[config.mk]
export PLATFORM = sky130hd
export DESIGN_NAME = data_mem_arbiter
export DESIGN_NICKNAME = d
export VERILOG_FILES = /design/src/rtl/data_mem_arbiter.sv
export SDC_FILE = /design/constraint.sdc
export NUM_CORES = 1
export LEC_CHECK = 0
export CAP_MARGIN = 30
export CORE_ASPECT_RATIO = 2
export CORE_MARGIN = 2
export CORE_UTILIZATION = 40
export DETAILED_ROUTE_END_ITERATION = 6
export PLACE_DENSITY_LB_ADDON = 0.2
export RECOVER_POWER = 100
export SETUP_SLACK_MARGIN = 0.05
export SLEW_MARGIN = 20
export SYNTH_ARGS = -nofsm -noshare
export SYNTH_HDL_FRONTEND = slang
export SYNTH_SLANG_ARGS = --single-unit
[constraint.sdc]
create_clock -name Clock -period 2.75 [get_ports Clock]
set_input_delay 0.275 -clock Clock [delete_from_list [all_inputs] [get_ports Clock]]
set_output_delay 0.275 -clock Clock [all_outputs]
set_load 0.01 [all_outputs]
[src/rtl/data_mem_arbiter.sv]
// Round-robin arbiter sharing a single-ported DataMemory between the CPU MEM
// stage (port 0) and the loader/debug port (port 1), with fixed-latency strobes.
module data_mem_arbiter #(
    parameter int MEM_LATENCY = 2,
    parameter int MEM_WORDS   = 256,
    parameter int DATA_WIDTH  = 32
) (
    input  logic                  Clock,
    input  logic                  Reset_n,
    input  logic                  Req0,
    input  logic                  Req1,
    input  logic                  We0,
    input  logic                  We1,
    input  logic [DATA_WIDTH-1:0] Addr0,
    input  logic [DATA_WIDTH-1:0] Addr1,
    input  logic [DATA_WIDTH-1:0] WData0,
    input  logic [DATA_WIDTH-1:0] WData1,
    output logic                  Ack0,
    output logic                  Ack1,
    output logic                  Err0,
    output logic                  Err1,
    output logic [DATA_WIDTH-1:0] RData,
    output logic                  Busy,
    output logic [DATA_WIDTH-1:0] Address,
    output logic [DATA_WIDTH-1:0] WriteData,
    output logic                  MemRead,
    output logic                  MemWrite,
    input  logic [DATA_WIDTH-1:0] ReadData
);

    localparam logic [DATA_WIDTH-1:0] LP_WORDS    = DATA_WIDTH'(MEM_WORDS);
    localparam logic [3:0]            LP_CNT_INIT = 4'(MEM_LATENCY - 1);

    typedef enum logic [1:0] {S_IDLE, S_ACCESS, S_RESP} state_t;

    state_t                r_state;
    state_t                w_next;
    logic [3:0]            r_cnt;
    logic                  r_ptr;
    logic                  r_owner;
    logic                  r_we;
    logic                  r_err;
    logic [DATA_WIDTH-1:0] r_addr;
    logic [DATA_WIDTH-1:0] r_wdata;
    logic [DATA_WIDTH-1:0] r_rdata;

    logic                  w_req_any;
    logic                  w_sel;
    logic [DATA_WIDTH-1:0] w_sel_addr;
    logic                  w_in_range;

    // With a single requester it wins outright; the pointer only breaks ties.
    assign w_req_any  = Req0 | Req1;
    assign w_sel      = (Req0 & Req1) ? r_ptr : Req1;
    assign w_sel_addr = w_sel ? Addr1 : Addr0;
    assign w_in_range = (w_sel_addr < LP_WORDS);

    always_ff @(posedge Clock or negedge Reset_n) begin
        if (!Reset_n) r_state <= S_IDLE;
        else          r_state <= w_next;
    end

    always_comb begin
        w_next = r_state;
        case (r_state)
            S_IDLE:   if (w_req_any) w_next = w_in_range ? S_ACCESS : S_RESP;
            S_ACCESS: if (r_cnt == 4'd0) w_next = S_RESP;
            S_RESP:   w_next = S_IDLE;
            default:  w_next = S_IDLE;
        endcase
    end

    always_ff @(posedge Clock or negedge Reset_n) begin
        if (!Reset_n) begin
            r_cnt   <= '0;
            r_ptr   <= 1'b0;
            r_owner <= 1'b0;
            r_we    <= 1'b0;
            r_err   <= 1'b0;
            r_addr  <= '0;
            r_wdata <= '0;
            r_rdata <= '0;
        end else begin
            case (r_state)
                S_IDLE: begin
                    if (w_req_any) begin
                        r_owner <= w_sel;
                        r_ptr   <= ~w_sel;
                        r_we    <= w_sel ? We1 : We0;
                        r_addr  <= w_sel_addr;
                        r_wdata <= w_sel ? WData1 : WData0;
                        r_err   <= ~w_in_range;
                        r_cnt   <= LP_CNT_INIT;
                        if (!w_in_range) r_rdata <= '0;
                    end
                end
                S_ACCESS: begin
                    if (r_cnt != 4'd0) r_cnt <= r_cnt - 4'd1;
                    else if (!r_we)    r_rdata <= ReadData;
                end
                default: ;
            endcase
        end
    end

    // Strobes decode from state alone, so an async reset drops them at once.
    always_comb begin
        Ack0      = 1'b0;
        Ack1      = 1'b0;
        Err0      = 1'b0;
        Err1      = 1'b0;
        Busy      = 1'b0;
        Address   = '0;
        WriteData = '0;
        MemRead   = 1'b0;
        MemWrite  = 1'b0;
        case (r_state)
            S_ACCESS: begin
                Busy      = 1'b1;
                Address   = r_addr;
                WriteData = r_wdata;
                MemWrite  = r_we;
                MemRead   = ~r_we;
            end
            S_RESP: begin
                Busy = 1'b1;
                Ack0 = ~r_owner;
                Ack1 = r_owner;
                Err0 = ~r_owner & r_err;
                Err1 = r_owner & r_err;
            end
            default: ;
        endcase
    end

    assign RData = r_rdata;

endmodule

==> results_dict.tcl, run 1 <==
set metrics [dict create \
    finalWorstSetupSlack_ns 0.1662 \
    overflow 0 \
    switching_share_pct 32.71 \
    seq_area_frac_synth_pct 48.42 \
    path_clk_slew_ns 0.07 \
    clockBufferDepth 2 \
    pwr-share-comb_pct 30.8 \
    drv_slew 64 \
    post_drt_wl_per_cell_um 17.04 \
    p_int_mw 3.620 \
    grt.total_usage_pct 23.22 \
    min_period_ns 2.584 \
    grt_max_degree 73 \
    die_h_um 169.5 \
    status "complete, but fails checks" \
    path_class "flop to output pin" \
    rsz0062_at_grt "false" \
    post-route-period-util_pct 93.96 \
    ir_drop_uv 435.3 \
    place_inst 981 \
    ys_ff_latch 106 \
    syn_inst 587 \
    fp.coreArea_um2 13440 \
    cts_buffers 9 \
    synth.avg_cell_area_um2 9.332 \
    start_util_pct 40.76 \
    clock-root-buffer "clkbuf_16" \
    required_ns 2.48 \
    dieArea_um2 14700 \
    post_cts_buffers 0 \
    grt_pass1_wl_um 26800 \
    crit_path_start_kind "flop" \
    pre_cts_slack_ns 0.2797 \
    power.switching_mw 1.760 \
    row_count 60 \
    num_vias 5187 \
    multi_input_area_um2 2499 \
    ant_nets 0 \
    routed_wl_um 16990 \
    hold_violations 0 \
    gp_congestion 0.9379 \
    slew_headroom_pct -5.730 \
    cts_htree_levels 3 \
    cts.repair.resized 0 \
    dr.pass1.iters 4 \
    crit_fanout 43 \
    port_buffers 268 \
    leakage_nw 3.914 \
    fin_total_pwr_mw 5.379 \
    tns_ns 0 \
    antenna_found_initial 0 \
    grt_pass1_vias 5394 \
    viasPerCell 5.203 \
    fin_util_pct 64.24 \
    synth_warnings 0 \
    cp-end-kind "output pin" \
    violations "capacitance limit, slew limit" \
    drive_above_1_share_pct 4.394 \
    clk_latency_ns 0.35 \
    synth_cell_types 38 \
    dieWidth_um 86.75 \
    fin_nets 1008 \
    power_frac_seq_pct 43.3 \
    p_clk_share_pct 26.0 \
    drt-initial-drc-count 217 \
    final_cells 997 \
    critPathArrivalTime_ns 2.31 \
    seq_area_um2 2653 \
    cts_tree "yes" \
    setup_viol 0 \
    clock-sinks 106 \
    area_delta_synth_final_pct 57.58 \
    min_path_type "input pin to asynchronous set/reset pin" \
    fillCellCount 1114 \
    syn_nets 758 \
    clock_skew_ns 0.009186 \
    drv_cap 1 \
    worst_pin_slew_ns 1.586 \
    cts_hold_buf 0 \
    dp_hpwl_um 13280 \
    powerDensity_nw_per_um2 623.2 \
    antenna_cells 0 \
    fmax_mhz 387.0 \
    netlist_area_um2 5478 \
    ios 269 \
    drc 0 \
]
[worst max-delay path: stages, from the launching register on]
cell and delay, ns:
dfrtp_1 0.40, inv_1 0.12, ha_4 0.37, buf_12 0.24, and2_1 0.14, dlygate4sd3_1 0.65
[cells in the mapped netlist (all sizes together)]
| cell type | number | area share [%] |
|---|---|---|
| o32ai | 1 | 0.50 |
| o21ai | 70 | 6.4 |
| nor4 | 12 | 1.4 |
| clkinv | 1 | 0.16 |
| a211oi | 1 | 0.37 |
| nand4 | 4 | 0.46 |
| a21oi | 8 | 0.73 |
| nor3b | 1 | 0.14 |
| nand2 | 102 | 7.0 |
| and2 | 66 | 7.5 |
| dfrtp | 106 | 48 |
| nand3 | 6 | 0.55 |
| a22o | 2 | 0.32 |
| o221ai | 2 | 0.32 |
| nand3b | 1 | 0.14 |
| buf | 8 | 1.4 |
| or3b | 1 | 0.16 |
| ha | 5 | 1.1 |
| a22oi | 41 | 5.6 |
| a221oi | 1 | 0.16 |
| nor2 | 9 | 0.80 |
| nor3 | 4 | 0.37 |
| o22ai | 1 | 0.11 |
| and3 | 1 | 0.11 |
| mux2i | 56 | 10 |
| clkbuf | 34 | 2.3 |
| o21a | 1 | 0.14 |
| o2111ai | 1 | 0.16 |
| inv | 39 | 2.7 |
| a31oi | 1 | 0.11 |
| nor2b | 1 | 0.11 |
[per-layer routing]
layer / vias up / global-route usage, % / routed length [um]
met5: - / 0 / 0
met1: 2452 / 23.41 / 5931
met4: 0 / 10.87 / 759
met2: 195 / 43.65 / 9355
met3: 45 / 5.156 / 938
li1: 2495 / - / -
[cell families (layout without fill, tap and decap cells)]
kind of cell / count (synthesis) / count (layout) / synth area share (%)
AO/OA/AOI/OAI: 130 / 130 / 14.94
adder cells (fa/ha/maj): 5 / 5 / 1.142
buffers and inverters: 82 / 337 / 6.532
flip-flops: 106 / 106 / 48.42
multiplexers: 56 / 56 / 10.23
AND/OR/NAND/NOR: 208 / 208 / 18.73
[cell usage in the layout, fill, tap and decap left out, drive strengths merged, types with 2 or more instances in the layout]
cell type and n:
clkinvlp 2, nor3 4, and2 66, clkbuf 16, ha 5, a22oi 41, a21oi 8, dfrtp 106
mux2i 56, a22o 2, nand3 6, nor4 12, nor2 9, o21ai 70, nand4 4, bufinv 2
nand2 102, dlygate4sd3 98, clkdlybuf4s50 169, buf 10, inv 39, o221ai 2
[through the flow]
step,cell area (um2),hold slack (ns)
floorplan,5478,-0.02059
global placement,8361,0.4191
detailed placement,8361,0.4235
CTS,8682,0.04578
global route,8632,0.4575
finish,8632,0.3051
[power by group through the flow]
stage	Combinational [mW]	Clock, mW	Sequential (mW)
floorplan	1.17	0	2.26
global placement	1.74	0	2.31
detailed placement	1.79	0	2.35
CTS	1.79	1.42	2.33
global route	1.86	1.48	2.39
finish	1.66	1.40	2.33
[flip-flops by register name, summed over array words and instances (netlist names)]
| signal | cells |
|---|---|
| RData | 32 |
| r_addr | 32 |
| r_wdata | 32 |
| r_cnt | 4 |
| r_state | 2 |
| r_err | 1 |
| r_owner | 1 |
| r_ptr | 1 |
| r_we | 1 |
[worst paths after layout]
path | start | to | slack, ns | cells past startpoint
min | Reset_n | RData[5]$_DFFE_PN0P_ | 0.31 | 1
min in group Clock | r_addr[21]$_DFFE_PN0P_ | r_addr[21]$_DFFE_PN0P_ | 0.47 | 2
min reg2reg | r_addr[21]$_DFFE_PN0P_ | r_addr[21]$_DFFE_PN0P_ | 0.47 | 2
max reg2reg | r_cnt[0]$_DFFE_PN0P_ | RData[29]$_DFFE_PN0P_ | 0.18 | 8
max in group asynchronous | Reset_n | RData[25]$_DFFE_PN0P_ | 0.56 | 2
max | r_state[1]$_DFFE_PN0P_ | WriteData[28] | 0.17 | 5
[cell type report]
class / instances / share of cell area [%]
clock buffer: 12 / 2.855
clock inverter: 4 / 0.8697
inverter: 40 / 1.797
multi-input combinational: 399 / 28.95
sequential: 106 / 30.73
tap: 155 / 2.247
timing repair buffer: 281 / 32.56
No activity file was read; power rests on OpenSTA's default activity.
==> run 2: changes to the inputs <==
--- a/config.mk
+++ b/config.mk
@@ -9,6 +9,7 @@
 export CORE_ASPECT_RATIO = 2
 export CORE_MARGIN = 2
 export CORE_UTILIZATION = 40
+export CTS_BUF_LIST = sky130_fd_sc_hd__clkbuf_4 sky130_fd_sc_hd__clkbuf_8
 export DETAILED_ROUTE_END_ITERATION = 6
 export PLACE_DENSITY_LB_ADDON = 0.2
 export RECOVER_POWER = 100
==> constraint.sdc (replaced) <==
create_clock -name Clock -period 3.3 [get_ports Clock]
set_input_delay 0.33 -clock Clock [delete_from_list [all_inputs] [get_ports Clock]]
set_output_delay 0.33 -clock Clock [all_outputs]
set_load 0.01 [all_outputs]
==> run 2 against run 1 <==
Compared with the run above: the flow still finishes with violations (capacitance limit, slew limit); design area fell by 2.3%; cell count fell by 0.40%; combinational power fell by 17%; via count fell by 0.25%; critical path type unchanged; critical endpoint is now Address[16]; largest cell class unchanged.
==> results_dict.tcl, run 2 (synthesized netlist as in run 1, its figures left out) <==
set metrics [dict create \
    status "complete, but fails checks" \
    violations "capacitance limit, slew limit" \
    p_clk_share_pct 18.5 \
    power_frac_seq_pct 47.5 \
    p_int_mw 2.636 \
    grt_pass1_vias 5352 \
    path_class "flop to output pin" \
    fmax_mhz 350.1 \
    drv_slew 119 \
    antenna_found_initial 0 \
    required_ns 2.97 \
    clk_latency_ns 0.37 \
    routed_wl_um 16780 \
    switching_share_pct 35.16 \
    overflow 0 \
    dieWidth_um 86.75 \
    fin_nets 1004 \
    cts_hold_buf 0 \
    powerDensity_nw_per_um2 482.2 \
    fin_total_pwr_mw 4.065 \
    ant_nets 0 \
    pre_cts_slack_ns 0.6337 \
    hold_violations 0 \
    cts_tree "yes" \
    grt.total_usage_pct 22.88 \
    grt_max_degree 92 \
    dieArea_um2 14700 \
    path_clk_slew_ns 0.10 \
    area_delta_synth_final_pct 53.91 \
    min_period_ns 2.856 \
    fp.coreArea_um2 13440 \
    die_h_um 169.5 \
    crit_fanout 63 \
    start_util_pct 40.76 \
    dr.pass1.iters 4 \
    clock-root-buffer "clkbuf_8" \
    cts_htree_levels 3 \
    drive_above_1_share_pct 3.938 \
    cts.repair.resized 0 \
    fillCellCount 1184 \
    min_path_type "flop to flop" \
    gp_congestion 0.8474 \
    antenna_cells 0 \
    clock_skew_ns 0.01169 \
    power.switching_mw 1.429 \
    pwr-share-comb_pct 33.9 \
    post_drt_wl_per_cell_um 16.90 \
    ios 269 \
    slew_headroom_pct -51.21 \
    post_cts_buffers 0 \
    rsz0062_at_grt "false" \
    cp-end-kind "output pin" \
    ir_drop_uv 255.0 \
    clock-sinks 106 \
    leakage_nw 3.746 \
    setup_viol 0 \
    place_inst 977 \
    finalWorstSetupSlack_ns 0.4440 \
    drt-initial-drc-count 215 \
    final_cell_mix "clkdlybuf4s50_1, dfrtp_1, nand2_1, dlygate4sd3_1, o21ai_0" \
    crit_path_start_kind "flop" \
    critPathArrivalTime_ns 2.53 \
    row_count 60 \
    final_cells 993 \
    drc 0 \
    drv_cap 2 \
    post-route-period-util_pct 86.54 \
    worst_pin_slew_ns 2.268 \
    clockBufferDepth 2 \
    tns_ns 0 \
    grt_pass1_wl_um 26450 \
    dp_hpwl_um 12620 \
    port_buffers 268 \
    viasPerCell 5.210 \
    cts_buffers 9 \
    num_vias 5174 \
    final_common_cell "clkdlybuf4s50_1" \
]
==> run 2: final cells by class <==
type	count	area [um2]	area share, %
Clock buffer	12	146.4	1.736
Clock inverter	4	28.78	0.3413
Inverter	40	155.1	1.840
Multi-Input combinational cell	399	2492	29.56
Sequential cell	106	2653	31.46
Tap cell	155	193.9	2.300
Timing Repair Buffer	277	2761	32.75
==> run 2: routing by layer <==
metal	global-route usage, %	part of all wire, %	vias up	routed length (um)
met5	0	0	-	0
met4	10.73	4.2	0	705
met3	5.447	5.0	41	846
met2	40.57	54	183	9086
met1	25.11	37	2467	6140
li1	-	-	2483	-
==> run 2: worst max-delay path: stages (launching register included) <==
cell	delay, ns
dfrtp_1	0.43
inv_1	0.13
ha_4	0.45
buf_12	0.31
and2_1	0.16
dlygate4sd3_1	0.67
==> run 2: power groups by stage <==
stage / clock network [mW] / registers, mW / logic [mW]
final: 0.752 / 1.93 / 1.38
after global routing: 0.828 / 1.99 / 1.54
after detailed placement: 0 / 1.95 / 1.46
after floorplan: 0 / 1.88 / 0.976
after CTS: 0.776 / 1.93 / 1.46
after global placement: 0 / 1.93 / 1.41
==> run 2: through the flow <==
stage	hold slack [ns]	cell area, um2	util (%)
2_1_floorplan	0.03441	5478	-
3_3_place_gp	0.4553	8280	61.62
3_5_place_dp	0.4626	8284	61.65
4_1_cts	0.06598	8459	62.95
5_1_grt	0.5026	8431	62.74
6_report	0.4806	8431	62.74
==> run 2: path summary, 6_finish.rpt <==
kind	start	end	slack [ns]	cells after the start
max	r_state[1]$_DFFE_PN0P_	Address[16]	0.44	5
max reg2reg	r_cnt[0]$_DFFE_PN0P_	RData[3]$_DFFE_PN0P_	0.52	8
min in group asynchronous	Reset_n	RData[3]$_DFFE_PN0P_	0.63	1
min reg2reg	r_addr[22]$_DFFE_PN0P_	r_addr[22]$_DFFE_PN0P_	0.48	2
min	r_addr[22]$_DFFE_PN0P_	r_addr[22]$_DFFE_PN0P_	0.48	2
max in group asynchronous	Reset_n	r_addr[4]$_DFFE_PN0P_	0.96	2
